<file path="src/rtl/rv_multicycle_ctrl.sv">
// Multi-cycle RV32I control FSM: fetch/decode/execute/mem/writeback sequencing,
// datapath select generation, illegal-encoding trap and retired-instruction counter.
module rv_multicycle_ctrl #(
    parameter int unsigned CNT_W = 32
) (
    input  logic             clk,
    input  logic             rst_n,
    input  logic [31:0]      instr_i,
    input  logic             mem_ready_i,
    input  logic             branch_taken_i,
    output logic             ir_we_o,
    output logic             pc_we_o,
    output logic [1:0]       pc_sel_o,
    output logic             mem_req_o,
    output logic             mem_we_o,
    output logic             mem_addr_sel_o,
    output logic [2:0]       mem_funct3_o,
    output logic [3:0]       alu_op_o,
    output logic [1:0]       alu_a_sel_o,
    output logic             alu_b_sel_o,
    output logic [2:0]       imm_type_o,
    output logic [2:0]       branch_cmp_o,
    output logic             reg_we_o,
    output logic [1:0]       wb_sel_o,
    output logic             illegal_instr_o,
    output logic             retire_o,
    output logic [CNT_W-1:0] instret_o
);

    localparam int unsigned OPC_W = 7;
    localparam int unsigned F3_W  = 3;
    localparam int unsigned F7_W  = 7;

    localparam logic [OPC_W-1:0] OPC_R      = 7'b0110011;
    localparam logic [OPC_W-1:0] OPC_IALU   = 7'b0010011;
    localparam logic [OPC_W-1:0] OPC_LOAD   = 7'b0000011;
    localparam logic [OPC_W-1:0] OPC_STORE  = 7'b0100011;
    localparam logic [OPC_W-1:0] OPC_BRANCH = 7'b1100011;
    localparam logic [OPC_W-1:0] OPC_JAL    = 7'b1101111;
    localparam logic [OPC_W-1:0] OPC_JALR   = 7'b1100111;
    localparam logic [OPC_W-1:0] OPC_LUI    = 7'b0110111;
    localparam logic [OPC_W-1:0] OPC_AUIPC  = 7'b0010111;

    localparam logic [F7_W-1:0] F7_BASE = 7'b0000000;
    localparam logic [F7_W-1:0] F7_ALT  = 7'b0100000;

    localparam logic [3:0] ALU_ADD  = 4'd0;
    localparam logic [3:0] ALU_SUB  = 4'd1;
    localparam logic [3:0] ALU_SLL  = 4'd2;
    localparam logic [3:0] ALU_SLT  = 4'd3;
    localparam logic [3:0] ALU_SLTU = 4'd4;
    localparam logic [3:0] ALU_XOR  = 4'd5;
    localparam logic [3:0] ALU_SRL  = 4'd6;
    localparam logic [3:0] ALU_SRA  = 4'd7;
    localparam logic [3:0] ALU_OR   = 4'd8;
    localparam logic [3:0] ALU_AND  = 4'd9;

    localparam logic [2:0] IMM_I = 3'd0;
    localparam logic [2:0] IMM_S = 3'd1;
    localparam logic [2:0] IMM_B = 3'd2;
    localparam logic [2:0] IMM_U = 3'd3;
    localparam logic [2:0] IMM_J = 3'd4;

    typedef enum logic [2:0] {
        S_FETCH,
        S_DECODE,
        S_EXECUTE,
        S_MEM,
        S_WRITEBACK,
        S_TRAP
    } state_t;

    typedef enum logic [3:0] {
        C_R,
        C_IALU,
        C_LOAD,
        C_STORE,
        C_BRANCH,
        C_JAL,
        C_JALR,
        C_LUI,
        C_AUIPC,
        C_ILLEGAL
    } op_class_t;

    state_t            state_q, state_d;
    op_class_t         op_class_q, dec_class;
    logic [OPC_W-1:0]  opcode;
    logic [F3_W-1:0]   funct3;
    logic [F7_W-1:0]   funct7;
    logic              rd_zero;
    logic [3:0]        alu_fn;
    logic              unused_fields;

    assign opcode        = instr_i[6:0];
    assign funct3        = instr_i[14:12];
    assign funct7        = instr_i[31:25];
    assign rd_zero       = (instr_i[11:7] == 5'd0);
    assign unused_fields = ^instr_i[24:15];

    // Opcode classification with the reserved funct3/funct7 combinations mapped to illegal.
    always_comb begin
        dec_class = C_ILLEGAL;
        case (opcode)
            OPC_R: begin
                if (funct7 == F7_BASE ||
                    (funct7 == F7_ALT && (funct3 == 3'b000 || funct3 == 3'b101)))
                    dec_class = C_R;
            end
            OPC_IALU: begin
                if (funct3 == 3'b001) begin
                    if (funct7 == F7_BASE) dec_class = C_IALU;
                end else if (funct3 == 3'b101) begin
                    if (funct7 == F7_BASE || funct7 == F7_ALT) dec_class = C_IALU;
                end else begin
                    dec_class = C_IALU;
                end
            end
            OPC_LOAD: begin
                if (funct3 != 3'b011 && funct3 != 3'b110 && funct3 != 3'b111)
                    dec_class = C_LOAD;
            end
            OPC_STORE: begin
                if (funct3 <= 3'b010) dec_class = C_STORE;
            end
            OPC_BRANCH: begin
                if (funct3 != 3'b010 && funct3 != 3'b011) dec_class = C_BRANCH;
            end
            OPC_JAL:   dec_class = C_JAL;
            OPC_JALR: begin
                if (funct3 == 3'b000) dec_class = C_JALR;
            end
            OPC_LUI:   dec_class = C_LUI;
            OPC_AUIPC: dec_class = C_AUIPC;
            default:   dec_class = C_ILLEGAL;
        endcase
    end

    // ALU function for R/I arithmetic; SUB only exists in R-type, SRA/SRAI keyed on funct7[5].
    always_comb begin
        alu_fn = ALU_ADD;
        case (funct3)
            3'b000:  alu_fn = (op_class_q == C_R && funct7[5]) ? ALU_SUB : ALU_ADD;
            3'b001:  alu_fn = ALU_SLL;
            3'b010:  alu_fn = ALU_SLT;
            3'b011:  alu_fn = ALU_SLTU;
            3'b100:  alu_fn = ALU_XOR;
            3'b101:  alu_fn = funct7[5] ? ALU_SRA : ALU_SRL;
            3'b110:  alu_fn = ALU_OR;
            default: alu_fn = ALU_AND;
        endcase
    end

    always_ff @(posedge clk or negedge rst_n) begin
        if (!rst_n) state_q <= S_FETCH;
        else        state_q <= state_d;
    end

    always_ff @(posedge clk or negedge rst_n) begin
        if (!rst_n)                  op_class_q <= C_R;
        else if (state_q == S_DECODE) op_class_q <= dec_class;
    end

    always_ff @(posedge clk or negedge rst_n) begin
        if (!rst_n)        instret_o <= '0;
        else if (retire_o) instret_o <= instret_o + CNT_W'(1);
    end

    // Next state and combinational outputs; everything is forced low while reset is asserted.
    always_comb begin
        state_d         = state_q;
        ir_we_o         = 1'b0;
        pc_we_o         = 1'b0;
        pc_sel_o        = 2'd0;
        mem_req_o       = 1'b0;
        mem_we_o        = 1'b0;
        mem_addr_sel_o  = 1'b0;
        mem_funct3_o    = 3'd0;
        alu_op_o        = ALU_ADD;
        alu_a_sel_o     = 2'd0;
        alu_b_sel_o     = 1'b0;
        imm_type_o      = IMM_I;
        branch_cmp_o    = 3'd0;
        reg_we_o        = 1'b0;
        wb_sel_o        = 2'd0;
        illegal_instr_o = 1'b0;
        retire_o        = 1'b0;
        if (rst_n) begin
            case (state_q)
                S_FETCH: begin
                    mem_req_o = 1'b1;
                    if (mem_ready_i) begin
                        ir_we_o = 1'b1;
                        state_d = S_DECODE;
                    end
                end
                S_DECODE: begin
                    state_d = (dec_class == C_ILLEGAL) ? S_TRAP : S_EXECUTE;
                end
                S_EXECUTE: begin
                    state_d = S_WRITEBACK;
                    case (op_class_q)
                        C_R: alu_op_o = alu_fn;
                        C_IALU: begin
                            alu_op_o    = alu_fn;
                            alu_b_sel_o = 1'b1;
                            imm_type_o  = IMM_I;
                        end
                        C_LOAD: begin
                            alu_b_sel_o = 1'b1;
                            imm_type_o  = IMM_I;
                            state_d     = S_MEM;
                        end
                        C_STORE: begin
                            alu_b_sel_o = 1'b1;
                            imm_type_o  = IMM_S;
                            state_d     = S_MEM;
                        end
                        C_BRANCH: begin
                            pc_we_o      = 1'b1;
                            pc_sel_o     = {1'b0, branch_taken_i};
                            imm_type_o   = IMM_B;
                            branch_cmp_o = funct3;
                            retire_o     = 1'b1;
                            state_d      = S_FETCH;
                        end
                        C_JAL: begin
                            reg_we_o   = !rd_zero;
                            wb_sel_o   = 2'd2;
                            pc_sel_o   = 2'd1;
                            imm_type_o = IMM_J;
                            pc_we_o    = 1'b1;
                            retire_o   = 1'b1;
                            state_d    = S_FETCH;
                        end
                        C_JALR: begin
                            alu_b_sel_o = 1'b1;
                            imm_type_o  = IMM_I;
                            reg_we_o    = !rd_zero;
                            wb_sel_o    = 2'd2;
                            pc_sel_o    = 2'd2;
                            pc_we_o     = 1'b1;
                            retire_o    = 1'b1;
                            state_d     = S_FETCH;
                        end
                        C_LUI: begin
                            alu_a_sel_o = 2'd2;
                            alu_b_sel_o = 1'b1;
                            imm_type_o  = IMM_U;
                        end
                        C_AUIPC: begin
                            alu_a_sel_o = 2'd1;
                            alu_b_sel_o = 1'b1;
                            imm_type_o  = IMM_U;
                        end
                        default: state_d = S_TRAP;
                    endcase
                end
                S_MEM: begin
                    mem_req_o      = 1'b1;
                    mem_addr_sel_o = 1'b1;
                    mem_we_o       = (op_class_q == C_STORE);
                    mem_funct3_o   = funct3;
                    if (mem_ready_i) begin
                        if (op_class_q == C_STORE) begin
                            pc_we_o  = 1'b1;
                            retire_o = 1'b1;
                            state_d  = S_FETCH;
                        end else begin
                            state_d  = S_WRITEBACK;
                        end
                    end
                end
                S_WRITEBACK: begin
                    reg_we_o = !rd_zero;
                    wb_sel_o = (op_class_q == C_LOAD) ? 2'd1 : 2'd0;
                    pc_we_o  = 1'b1;
                    retire_o = 1'b1;
                    state_d  = S_FETCH;
                end
                S_TRAP: illegal_instr_o = 1'b1;
                default: state_d = S_FETCH;
            endcase
        end
    end

endmodule

</file>
<file path="config.mk">
export PLATFORM = sky130hd
export DESIGN_NAME = rv_multicycle_ctrl
export DESIGN_NICKNAME = d
export VERILOG_FILES = /design/src/rtl/rv_multicycle_ctrl.sv
export SDC_FILE = /design/constraint.sdc
export NUM_CORES = 1
export LEC_CHECK = 0
export CELL_PAD_IN_SITES_DETAIL_PLACEMENT = 1
export CELL_PAD_IN_SITES_GLOBAL_PLACEMENT = 1
export CORE_UTILIZATION = 35
export DETAILED_ROUTE_END_ITERATION = 12
export PLACE_DENSITY_LB_ADDON = 0.05
export SKIP_CTS_REPAIR_TIMING = 1
export SLEW_MARGIN = 20
export SYNTH_ARGS = -nofsm -noshare
export SYNTH_HDL_FRONTEND = slang
export SYNTH_SLANG_ARGS = --single-unit
</file>
<file path="constraint.sdc">
create_clock -name clk -period 3.7 [get_ports clk]
set_input_delay 0.925 -clock clk [delete_from_list [all_inputs] [get_ports clk]]
set_output_delay 0.925 -clock clk [all_outputs]
set_load 0.01 [all_outputs]
</file>
=== Yosys cells after proc, flatten, opt, wreduce, memory -nomap -nowiden ===
Index checks and enable logic that the tools add are counted.

* Register bits after elaboration: 39
* Input port bits: 36
* Output and inout bits: 60
* Word-level logic and storage cells: 127

* $add $sub $neg: 1
* Order comparisons: 1
* Equal/unequal tests: 36
* Mux-type cells: 62
* Bitwise logic cells: 1
* Reduce and logical (&&, ||, !) cells: 23

{| class="wikitable"
|+ Operators with widths
! cell !! count
|-
| $mux W4 || 12
|-
| $pmux W4 S9 || 1
|-
| $mux W3 || 11
|-
| $add A32 B1 Y32 const B || 1
|-
| $eq A7 B6 Y1 const B || 4
|-
| $pmux W4 S7 || 1
|-
| $mux W1 || 23
|-
| $eq A7 B7 Y1 const B || 3
|-
| $eq A4 B3 Y1 const B || 4
|-
| $eq A3 B3 Y1 const B || 5
|-
| $pmux W3 S5 || 1
|-
| $eq A7 B5 Y1 const B || 2
|-
| $eq A3 B2 Y1 const B || 4
|-
| $mux W2 || 6
|-
| $pmux W3 S4 || 1
|-
| $reduce_or A2 Y1 || 5
|-
| $pmux W3 S3 || 1
|-
| $eq A4 B2 Y1 const B || 2
|-
| $eq A4 B4 Y1 const B || 2
|-
| $pmux W2 S2 || 2
|-
| $eq A7 B2 Y1 const B || 1
|-
| $logic_not A7 Y1 || 1
|-
| $eq A3 B1 Y1 const B || 2
|-
| $logic_not A3 Y1 || 2
|-
| 18 further kinds || 27
|}

=== Longest topological paths before layout ===
* Depth in word-level cells: 9
* Depth in mapped cells: 8
* Depth with buffers taken out: 5

=== Worst setup path after synthesis ===
OpenSTA, ideal clock, no wires.

* Kind: in2out
* From: in rst_n
* To: out retire_o
* Arrival: 2280 ps
* Required time: 2775 ps
* Slack: 495 ps
* Stages: 7
* Buffers on the path: 4
* Cells stage by stage: buf_2 > and4b_1 > clkbuf_1 > a41o_1 > or2_2 > clkbuf_1 > buf_4

* Cells in the longest elaborated chain, start to end: 1

{| class="wikitable"
|+ Ends and longest elaborated chain
! what !! line !! text
|-
| from (decl) || 7 || <nowiki>input logic rst_n,</nowiki>
|-
| $mux W1 || -- ||
|-
| to (decl) || 26 || <nowiki>output logic retire_o,</nowiki>
|}

No other way between the ends.

=== Worst setup path in the final report ===
* From: in rst_n
* To: out pc_we_o

* Cells in the longest elaborated chain, start to end: 1

{| class="wikitable"
|+ Ends and longest elaborated chain
! what !! line !! text
|-
| $mux W1 || 188 || <nowiki>if (rst_n) begin</nowiki>
|-
| to (decl) || 12 || <nowiki>output logic pc_we_o,</nowiki>
|}

No other way between the ends.

==> results.md <==
- Initial Util: 36.1%
- Post-synth net total: 336
- Post-DP HPWL: 5690 um
- GRT Total Usage: 19.5%
- Clock power share: 26.8%
- Worst setup path startpoint: rst_n
- Switch Pwr: 0.000456 W
- Critical path class: input pin to output port
- Post-DRT Antenna Nets: 0
- Ys Warns: 0
- Row count: 31
- TritonCTS clock tree: done
- Prevailing post-synth register cell: dfrtp_1
- Routed len/inst: 14.8 um
- Initial antenna violation count: 0
- Die Span Y: 88.5 um
- Setup_tns: 0 ns
- Final Power: 0.00137 W
- RR Startpoint: state_q[1]$_DFFE_PN0P_
- CP Max Fanout: 9
- Die Wd: 88.5 um
- Syn Area/Cell: 8.75 um2
- Commonest non-fill, non-tap cells in the layout: clkdlybuf4s50_1, dfrtp_1, nor2_1
- H-tree Lvls: 2
- Ant. Diodes: 0
- Clock Latency Late Sink: 0.29 ns
- R2R Path End: instret_o[25]$_DFFE_PN0P_
- Routed vias: 2,518
- Setup crit end kind: output port
- DR iter-0 viols: 68
- Power Internal: 0.000911 W
- Core Region: 0.00725 mm2
- First-pass GRT wire length: 12,000 um
- MaxCap Viol Count: 0
- Finished Cell Area: 0.00375 mm2
- Largest stage delay on the critical path: 0.52 ns
- Via-to-Cell Ratio: 5.15
- Vias in the first global route: 2,469
- WL final: 7220 um
- Routability cong.: 0.833
- Reg2Reg Depth: 5
- TritonRoute pass-1 iters: 4
- Top Family by Delay on Critical Path: buffers and inverters
- Fin crit share: 95.2%
- Setup crit start kind: input pin
- Final min period: 3.52 ns
- Worst setup path endpoint: pc_we_o
- Yosys top cell area share: 37.3%
- Clk slew on worst S/H paths: 0.08 ns
- Status: finished clean
- Top post-synthesis cells by area: dfrtp_1, xor2_1, xnor2_1
- Worst rel slew slack: 49.0%
- Placed cell areas: 0.00362 mm2
- Hold Vio Cnt, Final: 0
- Die area: 0.00783 mm2
- Peak Freq: 0.284 GHz
- EDFF count, synth: 0
- Post-Route Skew: 0.00800 ns
- CP Cell Sequence: buf_2, buf_4, and4b_1, a41o_1, or2_2, clkdlybuf4s50_1
- RSZ-0062 raised after global routing: false
- Crit path depth: 6
- CP required: 2.77 ns
- Buffers on Ports: 85
- Total CTS buffers: 5
- Crit path buf inv count: 3
- Flops & latches, synth: 39
- Max VDD drop: 0.138 mV
- Lkg Pwr: 1.54 nW
- Placed Cells: 481
- Fin nets: 426
- Largest net degree at the start of global routing: 35
- Async SR Flop Fraction: 100%
- CTS Sinks: 39
- Synth unique cells: 56
- Post-Syn Instances: 299
- Layout cell share with drive strength beyond 1: 10.0%
- Final cell count without fillers: 489
- Slew @ Worst Pin: 0.761 ns
- Final hold slack: 0.476 ns
- Finish-stage setup viols: 0
- Post-Syn Area: 0.00262 mm2
- Critical path arrival: 2.60 ns
- Sequential-to-total area share from yosys stat: 37.3%
- PD cells: 365 mW/mm2
- Total gr overflow: 0
- Slowest-stage cell, CP: clkdlybuf4s50_1
- Most area-hungry cell type in the Yosys netlist: dfrtp_1
- Min-delay worst type: register to register
- IO Pins: 96
- Sw Share: 33.3%
- Root buf cell: clkbuf_8
- Fillers: 859
- # DRC: 0
- Flop pwr share: 41.8%
- CTS Buffer Depth: 2
- Area grow syn2layout: 43.1%
- Slew Viols, Final: 0
- Comb power frac: 31.4%
- R2R setup slack: 1.56 ns
- Commonest non-fill, non-tap cell in the layout: clkdlybuf4s50_1
sequential cells by signal, indices dropped and copies added, names as in the netlist:
name,flops
instret_o,32
op_class_q,4
state_q,3
power by group through the flow:
stage	Sequential [W]	Clock, W	Combinational, W
after CTS	0.000572	0.000376	0.000432
after detailed placement	0.000581	0	0.000431
after floorplan	0.000531	0	0.000284
after global placement	0.000578	0	0.000417
final	0.000572	0.000366	0.000429
after global routing	0.000589	0.000392	0.000480
worst register-to-register path, cell delays in order (launching register included):
cell	delay (ns)
dfrtp_1	0.53
and4b_1	0.30
a41o_1	0.26
o21ai_1	0.61
nor3_1	0.14
xor2_1	0.17
routing by layer:
metal  vias up  global-route usage, %  part of all wire [%]  wire (um)
li1       1246                      -                     -          -
met1      1228                   27.6                    49       3550
met2        42                   31.7                    47       3420
met3         2                   3.45                   3.2        229
met4         0                   3.08                  0.29         21
met5         -                      0                     0          0
synthesized netlist by cell type (7+ instances only):
| library cell | n |
|---|---|
| nand3_1 | 12 |
| a21oi_1 | 10 |
| clkbuf_1 | 11 |
| xnor2_1 | 16 |
| nand2b_1 | 7 |
| nand4_1 | 8 |
| nor4_1 | 8 |
| nor2b_1 | 8 |
| xor2_1 | 17 |
| o21ai_0 | 9 |
| nand2_1 | 21 |
| and3_1 | 8 |
| dfrtp_1 | 39 |
| nor2_1 | 32 |
| inv_1 | 11 |
| nor3_1 | 14 |
stage by stage:
| step | setup WS [ns] | utilization, % |
|---|---|---|
| 4_1_cts | 0.0967 | 51.5 |
| 3_3_place_gp | 0.118 | 49.9 |
| 5_1_grt | 0.0194 | 51.6 |
| 6_report | 0.176 | 51.6 |
| 2_1_floorplan | 0.495 | - |
| 3_5_place_dp | 0.0983 | 49.9 |
worst min path at each step:
stage	start	end	slack, ns	cells past startpoint
final	instret_o[31]$_DFFE_PN0P_	instret_o[31]$_DFFE_PN0P_	0.48	1
after global routing	instret_o[31]$_DFFE_PN0P_	instret_o[31]$_DFFE_PN0P_	0.48	1
after CTS	instret_o[31]$_DFFE_PN0P_	instret_o[31]$_DFFE_PN0P_	0.48	1
after detailed placement	instret_o[31]$_DFFE_PN0P_	instret_o[31]$_DFFE_PN0P_	0.47	1
after global placement	instret_o[31]$_DFFE_PN0P_	instret_o[31]$_DFFE_PN0P_	0.46	1
after floorplan	instret_o[31]$_DFFE_PN0P_	instret_o[31]$_DFFE_PN0P_	0.51	1
cells by family (layout without fill, tap and decap cells):
group,after synthesis,count (layout),share of synthesized area (%)
DFF,39,39,37.3
and+or+nand+nor,148,148,31.5
AOI/OAI and AO/OA,45,45,13.0
adders and majority gates,1,1,0.478
muxes,5,5,2.06
buffers and inverters,28,119,4.68
xor gates and xnor gates,33,33,11.0
final cells by class:
cell class | instances | area, um2 | share of cell area (%)
sequential | 39 | 976 | 26.1
multi-input combinational | 232 | 1530 | 40.7
inverter | 11 | 41.3 | 1.10
timing repair buffer | 100 | 961 | 25.7
clock buffer | 6 | 82.6 | 2.20
tap | 99 | 124 | 3.31
clock inverter | 2 | 35.0 | 0.935
(Power assumes the default switching activity.)
